[src/rtl/mac_pkg.sv]
// Shared types and arithmetic helpers for the mac_seq dot-product sequencer.
// Internal arithmetic is carried in MAX_W bits, so ACC_W must stay below MAX_W.
package mac_pkg;

  typedef enum logic [1:0] {
    IDLE  = 2'd0,
    RUN   = 2'd1,
    DRAIN = 2'd2,
    DONE  = 2'd3
  } mac_state_e;

  localparam int DEF_DW    = 8;
  localparam int DEF_LEN_W = 8;
  localparam int DEF_ACC_W = 24;
  localparam int MAX_W     = 64;

  typedef struct packed {
    logic [MAX_W-1:0] sum;
    logic             ovf;
  } add_res_t;

  // Sign-extend a value whose sign bit sits at position msb to MAX_W bits.
  function automatic logic [MAX_W-1:0] sext_prod(input logic [MAX_W-1:0] prod,
                                                 input logic [5:0]       msb);
    logic [MAX_W-1:0] upper;
    upper = {MAX_W{1'b1}} << msb;
    return prod[msb] ? (prod | upper) : (prod & ~upper);
  endfunction

  // Add two values of width msb+1 (already sign-extended) and flag signed overflow.
  function automatic add_res_t add_ovf(input logic [MAX_W-1:0] a,
                                       input logic [MAX_W-1:0] b,
                                       input logic [5:0]       msb);
    add_res_t r;
    r.sum = a + b;
    r.ovf = (a[msb] == b[msb]) && (r.sum[msb] != a[msb]);
    return r;
  endfunction

endpackage

[src/rtl/mac_seq_mm.sv]
// mm: combinational sign-magnitude multiplier producing a two's-complement product.
module mm #(
  parameter int DW = 8
) (
  input  logic [DW-1:0] a_mag_i,
  input  logic          a_sign_i,
  input  logic [DW-1:0] w_mag_i,
  input  logic          w_sign_i,
  output logic [2*DW:0] prod_o
);

  logic [2*DW-1:0] mag;
  logic [2*DW:0]   pos;

  assign mag = {{DW{1'b0}}, a_mag_i} * {{DW{1'b0}}, w_mag_i};
  assign pos = {1'b0, mag};
  // A zero magnitude negates to zero, so negative zero needs no special case.
  assign prod_o = (a_sign_i ^ w_sign_i) ? (~pos + 1'b1) : pos;

endmodule

[src/rtl/mac_seq.sv]
// mac_seq: dot-product sequencer sharing one mm multiplier across a job of operand pairs.
// Build option MAC_SEQ_SATURATE_EN: saturate the accumulator instead of wrapping.
module mac_seq
  import mac_pkg::*;
#(
  parameter int DW    = DEF_DW,
  parameter int LEN_W = DEF_LEN_W,
  parameter int ACC_W = DEF_ACC_W
) (
  input  logic             clk,
  input  logic             rst_n,
  input  logic             start_i,
  input  logic [LEN_W-1:0] len_i,
  output logic             busy_o,
  input  logic             in_valid_i,
  output logic             in_ready_o,
  input  logic [DW-1:0]    a_mag_i,
  input  logic             a_sign_i,
  input  logic [DW-1:0]    w_mag_i,
  input  logic             w_sign_i,
  output logic             out_valid_o,
  input  logic             out_ready_i,
  output logic [ACC_W-1:0] out_acc_o,
  output logic             out_ovf_o
);

  localparam int         PW       = 2*DW + 1;
  localparam logic [5:0] ACC_MSB  = 6'(ACC_W - 1);
  localparam logic [5:0] PROD_MSB = 6'(PW - 1);

  mac_state_e       state_q, state_d;
  logic [LEN_W-1:0] len_q, len_d;
  logic [LEN_W-1:0] count_q, count_d;
  logic [PW-1:0]    prod_q, prod_d;
  logic             prod_v_q, prod_v_d;
  logic [ACC_W-1:0] acc_q, acc_d;
  logic             ovf_q, ovf_d;

  logic [PW-1:0]    mm_prod;
  logic [MAX_W-1:0] acc_ext;
  logic [MAX_W-1:0] prod_ext;
  add_res_t         add_r;
  logic             unused_sum_bits;

  mm #(.DW(DW)) u_mm (
    .a_mag_i  (a_mag_i),
    .a_sign_i (a_sign_i),
    .w_mag_i  (w_mag_i),
    .w_sign_i (w_sign_i),
    .prod_o   (mm_prod)
  );

  assign acc_ext         = sext_prod({{(MAX_W-ACC_W){1'b0}}, acc_q}, ACC_MSB);
  assign prod_ext        = sext_prod({{(MAX_W-PW){1'b0}}, prod_q}, PROD_MSB);
  assign add_r           = add_ovf(acc_ext, prod_ext, ACC_MSB);
  assign unused_sum_bits = ^add_r.sum[MAX_W-1:ACC_W];

  always_comb begin
    state_d     = state_q;
    len_d       = len_q;
    count_d     = count_q;
    prod_d      = prod_q;
    prod_v_d    = 1'b0;
    acc_d       = acc_q;
    ovf_d       = ovf_q;
    busy_o      = (state_q != IDLE);
    in_ready_o  = 1'b0;
    out_valid_o = 1'b0;

    // The registered product lands one cycle after its handshake, so the last
    // one is absorbed during DRAIN.
    if (prod_v_q) begin
`ifdef MAC_SEQ_SATURATE_EN
      if (add_r.ovf) begin
        acc_d = acc_ext[ACC_W-1] ? {1'b1, {(ACC_W-1){1'b0}}}
                                 : {1'b0, {(ACC_W-1){1'b1}}};
      end else begin
        acc_d = add_r.sum[ACC_W-1:0];
      end
`else
      acc_d = add_r.sum[ACC_W-1:0];
`endif
      ovf_d = ovf_q | add_r.ovf;
    end

    case (state_q)
      IDLE: begin
        if (start_i) begin
          acc_d   = '0;
          ovf_d   = 1'b0;
          count_d = '0;
          if (len_i != '0) begin
            len_d   = len_i;
            state_d = RUN;
          end else begin
            state_d = DONE;
          end
        end
      end
      RUN: begin
        in_ready_o = 1'b1;
        if (in_valid_i) begin
          prod_d   = mm_prod;
          prod_v_d = 1'b1;
          count_d  = count_q + 1'b1;
          if (count_q == len_q - 1'b1) begin
            state_d = DRAIN;
          end
        end
      end
      DRAIN: begin
        state_d = DONE;
      end
      DONE: begin
        out_valid_o = 1'b1;
        if (out_ready_i) begin
          state_d = IDLE;
        end
      end
      default: begin
        state_d = IDLE;
      end
    endcase
  end

  always_ff @(posedge clk or negedge rst_n) begin
    if (!rst_n) begin
      state_q  <= IDLE;
      len_q    <= '0;
      count_q  <= '0;
      prod_q   <= '0;
      prod_v_q <= 1'b0;
      acc_q    <= '0;
      ovf_q    <= 1'b0;
    end else begin
      state_q  <= state_d;
      len_q    <= len_d;
      count_q  <= count_d;
      prod_q   <= prod_d;
      prod_v_q <= prod_v_d;
      acc_q    <= acc_d;
      ovf_q    <= ovf_d;
    end
  end

  assign out_acc_o = acc_q;
  assign out_ovf_o = ovf_q;

endmodule

[config.mk]
export PLATFORM = sky130hd
export DESIGN_NAME = mac_seq
export DESIGN_NICKNAME = d
export VERILOG_FILES = /design/src/rtl/mac_pkg.sv /design/src/rtl/mac_seq_mm.sv /design/src/rtl/mac_seq.sv
export SDC_FILE = /design/constraint.sdc
export NUM_CORES = 1
export LEC_CHECK = 0
export ABC_AREA = 1
export ABC_CLOCK_PERIOD_IN_PS = 2100
export CAP_MARGIN = 20
export CELL_PAD_IN_SITES_DETAIL_PLACEMENT = 0
export CELL_PAD_IN_SITES_GLOBAL_PLACEMENT = 1
export CORE_MARGIN = 5
export CORE_UTILIZATION = 39
export CTS_CLUSTER_SIZE = 12
export DETAILED_ROUTE_END_ITERATION = 8
export PLACE_DENSITY_LB_ADDON = 0.1
export SYNTH_ARGS = -nofsm -noshare
export SYNTH_HDL_FRONTEND = slang
export SYNTH_HIERARCHICAL = 1
export SYNTH_SLANG_ARGS = --single-unit
[constraint.sdc]
create_clock -name clk -period 2.1 [get_ports clk]
set_clock_uncertainty 0.2 [all_clocks]
set_input_delay 0.42 -clock clk [delete_from_list [all_inputs] [get_ports clk]]
set_output_delay 0.42 -clock clk [all_outputs]
set_load 0.005 [all_outputs]
# Word-level counts from Yosys, hierarchy flattened
# Index checks and enable logic that the tools add are counted.
dict set report op_classes {
  add_sub_neg 4
  mul 1
  eq_ne 10
  mux 22
  bitwise_logic 3
  reduce_logical 9
}
# cell count
set op_table {}
lappend op_table {{$mux W24} 5}
lappend op_table {{$add A24 B24 Y24} 1}
lappend op_table {{$add A17 B1 Y17 const B} 1}
lappend op_table {{$mux W17} 1}
lappend op_table {{$not A16 Y17} 1}
lappend op_table {{$mul A8 B8 Y16} 1}
lappend op_table {{$mux W8} 2}
lappend op_table {{$pmux W8 S2} 1}
lappend op_table {{$mux W2} 5}
lappend op_table {{$add A8 B1 Y8 const B} 1}
lappend op_table {{$eq A8 B8 Y1} 1}
lappend op_table {{$ne A2 B2 Y1 const B} 4}
lappend op_table {{$pmux W2 S4} 1}
lappend op_table {{$reduce_bool A8 Y1} 1}
lappend op_table {{$sub A8 B1 Y8 const B} 1}
lappend op_table {{$mux W1} 7}
lappend op_table {{$reduce_and A3 Y1} 2}
lappend op_table {{$eq A2 B2 Y1 const B} 2}
lappend op_table {{$reduce_and A4 Y1} 1}
lappend op_table {{$reduce_bool A2 Y1} 2}
lappend op_table {{$eq A2 B1 Y1 const B} 1}
lappend op_table {{$logic_not A2 Y1} 1}
lappend op_table {{$reduce_and A2 Y1} 1}
lappend op_table {{$eq A1 B1 Y1} 1}
lappend op_table {{other kinds (4)} 4}
dict set report totals {
  ff_bits 61
  inputBits 31
  output_inout_bits 28
  wordCells 56
}

# Longest topological paths before layout
dict set report logic_depth {
  depth_word 8
  mapped_depth 28
  mapped_depth_nobuf 27
}

# By module
# The synthesis kept the hierarchy.
# module instances cells_per_inst area_per_inst_um2
set by_module_without_submodules {}
lappend by_module_without_submodules {mac_seq 1 681 4520.6}
lappend by_module_without_submodules {mm 1 471 2882.8}

# Worst setup path before layout
# OpenSTA, ideal clock, no wires.
dict set report synth_timing {
  path_kind {in2reg}
  startpoint {input w_mag_i[7]}
  endpoint {register prod_q[13]}
  setup_time_ns 0.116
  arrival_time_ns 4.306
  path_slack_ns -2.522
  path_stages 23
  path_buffers 1
  path_cell_list {clkbuf_1 nand2_1 fa_1 fa_1 inv_1 fa_1 inv_1 fa_1 inv_1 ha_1 nand2_1 nand2_1 a21oi_1 nand2_1 nand2_1 nand2_1 nor2_1 nand2_1 nand2_2 nand2_1 xnor2_1 nand2_1 nand2_1}
}
dict set report synth_between {
  elab_chain_len 4
}
# element line
set synth_rtl {}
lappend synth_rtl {{start, declared} mac_seq.sv:19} ;# input logic [DW-1:0] w_mag_i,
lappend synth_rtl {{$mul A8 B8 Y16 (*)} mac_seq_mm.sv:15} ;# assign mag = {{DW{1'b0}}, a_mag_i} * {{DW{1'b0}}, w_mag_i};
lappend synth_rtl {{$not A16 Y17} mac_seq_mm.sv:18} ;# assign prod_o = (a_sign_i ^ w_sign_i) ? (~pos + 1'b1) : pos;
lappend synth_rtl {{$add A17 B1 Y17} mac_seq_mm.sv:18}
lappend synth_rtl {{$mux W17 (*)} mac_seq_mm.sv:18}
lappend synth_rtl {{via mm_prod[13]} mac_seq.sv:39} ;# logic [PW-1:0] mm_prod;
lappend synth_rtl {{end signal, assigned} mac_seq.sv:139} ;# prod_q <= prod_d;
lappend synth_rtl {{end, declared} mac_seq.sv:34} ;# logic [PW-1:0] prod_q, prod_d;
# Mark *: on every way through the listed nets, which the timed path passes. The rest lies on a longest branch.
# A chain may end at the register's enable or synchronous reset.

# Worst setup path after layout
# Ends and elaborated chain as after synthesis.

==> results_dict.tcl <==
set metrics [dict create \
    place_area_mm2 0.009308 \
    clock-root-buffer "clkbuf_16" \
    clkLatencyLatePin_ns 0.34 \
    dieArea_mm2 0.02184 \
    start_util_pct 39.58 \
    ys_ff_latch 61 \
    setup_slack_ns -2.022 \
    wl_mm 21.33 \
    reg2reg_to "out_acc_o[10]" \
    powerDensity_mw_per_mm2 1471 \
    hold_start "count_q[6]" \
    fin_crit_sh_pct 196.3 \
    end_kind "register" \
    crit_chain "buf_8 > nand2_4 > inv_4 > fa_1 > fa_1 > fa_1 > inv_2 > fa_1 > inv_2 > ha_4 > nand2_4 > inv_4 > a21oi_4 > nand2_2 > nand2_2 > nand2_2 > nor2_1 > nand2_1 > nand2_4 > nand2_2 > xnor2_1 > nand2_1 > nand2_1" \
    r2r_start "prod_q[0]" \
    area.growth.synth_to_final_pct 48.54 \
    gp_routability_congestion 0.8933 \
    drv_slew 0 \
    hp-class "reg2reg" \
    crit_start "w_mag_i[7]" \
    r2r_slack_ns 0.02 \
    finalInstanceArea_mm2 0.01100 \
    rsz0062_at_grt "true" \
    period_minus_slack_ns 4.122 \
    r2r_cells 11 \
    start_kind "input pin" \
    drt_pre_antenna_iters 4 \
    vias 7524 \
    cpMaxStageDelayCell "fa_1" \
    grt_pass1_vias 7444 \
    antenna_found_initial 0 \
    leakage_nw 5.989 \
    cts_buffer_depth 2 \
    ys_types 43 \
    crit_fanout 6 \
    drc 0 \
    whs_ns 0.2817 \
    wire_per_inst_um 13.43 \
    ios 59 \
    grt_first_pass_wirelength_mm 35.24 \
    synthesis.nets 1286 \
    core_area_mm2 0.01871 \
    fp.dieH_um 147.8 \
    rows 50 \
    crit_type "in2reg" \
    drt_iter0_drc 246 \
    syn_area_mm2 0.007403 \
    numPortBuffers 58 \
    peakVddDrop_v 0.0008052 \
    max_freq_mhz 242.6 \
    grt_max_degree 48 \
    slew_headroom_pct 54.52 \
    antennaDiodeCount 0 \
    dpl_worst_slack_ns -2.949 \
    grt_overflow 0 \
    ys_seq_area_share_pct 20.62 \
    slowest_delay_ns 0.55 \
    die_x_um 147.8 \
    final_antenna_net_count 0 \
    cp-endpoint "prod_q[13]" \
    drive_above_1_share_pct 33.90 \
    arrival_ns 4.15 \
    dp.cells 1546 \
    vias_per_cell 4.738 \
    yosys_warnings 6 \
    max-cap-violations 0 \
    final_nets 1483 \
    hold_viol 0 \
    violations "setup timing" \
    layout_common_cells "nand2_1 (286), inv_1 (205), buf_4 (130), nor2_1 (79), nand2_2 (67)" \
    final_common_cell "nand2_1" \
    fin_cells 1588 \
    status "finished with violations" \
    setup_viol_count_final 14 \
    htreeDepth 3 \
    path_clk_slew_ns 0.06 \
    synthCells 1152 \
    worstMarginPinSlew_ns 0.6823 \
    setup_tns_ns -23.08 \
    cts_sinks 61 \
    groute.usage.overall_pct 19.64 \
    cts_tree "done" \
    required_ns 2.13 \
    place_hpwl_mm 16.93 \
    cts_buffers 9 \
    syn-mean-instance-area_um2 6.427 \
]
==> power by group <==
| part | switching [mW] | internal, mW | total (mW) |
|---|---|---|---|
| clock | 0.605 | 0.954 | 1.56 |
| combinational | 6.41 | 5.93 | 12.3 |
| sequential | 0.604 | 1.67 | 2.27 |
| total | 7.62 | 8.55 | 16.2 |
==> cell families (layout without fill, tap and decap cells) <==
kind of cell / Yosys count / count (layout) / share of synthesized area (%)
buf+inv: 282 / 484 / 14.79
compound gates: 82 / 82 / 6.422
flops: 61 / 61 / 20.62
simple gates: 602 / 602 / 34.41
fa+ha+maj: 103 / 103 / 21.16
xor+xnor: 22 / 22 / 2.603
==> final cells by class <==
class                           count  area, µm²
Multi-Input combinational cell    809       5954
Clock inverter                      5      58.81
Clock buffer                       11      242.7
Fill cell                        1796       7709
Inverter                          254      968.4
Sequential cell                    61       1533
Timing Repair Buffer              214       1947
Tap cell                          234      292.8
==> registers in the layout, indices dropped and copies added (netlist names) <==
name	flops
out_acc_o	24
out_ovf_o	1
count_q	8
prod_v_q	1
prod_q	17
state_q	2
len_q	8
==> metal layers <==
metal / vias up / part of all wire (%) / global-route usage (%)
li1: 3890 / - / -
met1: 3506 / 43 / 23.96
met2: 102 / 53 / 37.03
met3: 26 / 2.6 / 1.747
met4: 0 / 1.6 / 4.986
met5: - / 0 / 0
==> Yosys cell counts, drive strengths merged <==
cell | count | area, µm²
or2 | 6 | 37.53
nand4 | 16 | 100.1
clkbuf | 19 | 81.32
ha | 66 | 825.8
inv | 252 | 945.9
o21ai | 28 | 147.6
o31ai | 3 | 27.52
a32o | 1 | 10.01
a21o | 4 | 30.03
nand3b | 2 | 15.01
xnor2 | 9 | 78.83
nor4 | 2 | 12.51
nand2 | 382 | 1456
dfrtp | 61 | 1526
a21oi | 35 | 178.9
nand3 | 76 | 415.4
o211ai | 6 | 45.04
nor3b | 2 | 15.01
and2 | 1 | 7.510
clkinv | 2 | 7.510
o21bai | 4 | 30.03
xor2 | 13 | 113.9
fa | 37 | 740.7
a31oi | 1 | 6.260
buf | 9 | 60.06
nor2 | 107 | 431.7
nor3 | 8 | 56.31
==> how the worst min path moves through the flow <==
stage	to	cells after the start
after detailed placement	out_acc_o[19]	1
after floorplan	count_q[0]	0
after global placement	out_acc_o[19]	1
final	count_q[6]	2
after CTS	prod_q[3]	2
after global routing	count_q[6]	2
==> critical path, delay by kind of cell <==
kind / cells / cell delay (ns)
buffers and inverters: 5 / 0.27
xor gates and xnor gates: 1 / 0.13
adders and majority gates: 5 / 2.33
AOI/OAI and AO/OA: 1 / 0.17
and+or+nand+nor: 11 / 0.82
==> metrics by stage <==
stage          total power [mW]  util, %
3_3_place_gp              11.91    49.76
5_1_grt                   17.68    58.79
6_report                  16.17    58.79
4_1_cts                   14.71    54.59
2_1_floorplan             8.144        -
3_5_place_dp              12.00    49.76
==> timing repair <==
item / in CTS / in global routing
hold endpoints to repair: 14 / 0
pin swaps: 60 / 110
gates resized for setup: 212 / 185
hold buffers: 1 / 0
setup endpoints to repair: 34 / 36
cloned: 0 / 0
buffers inserted: 15 / 16
No activity file was read; power rests on OpenSTA's default activity.
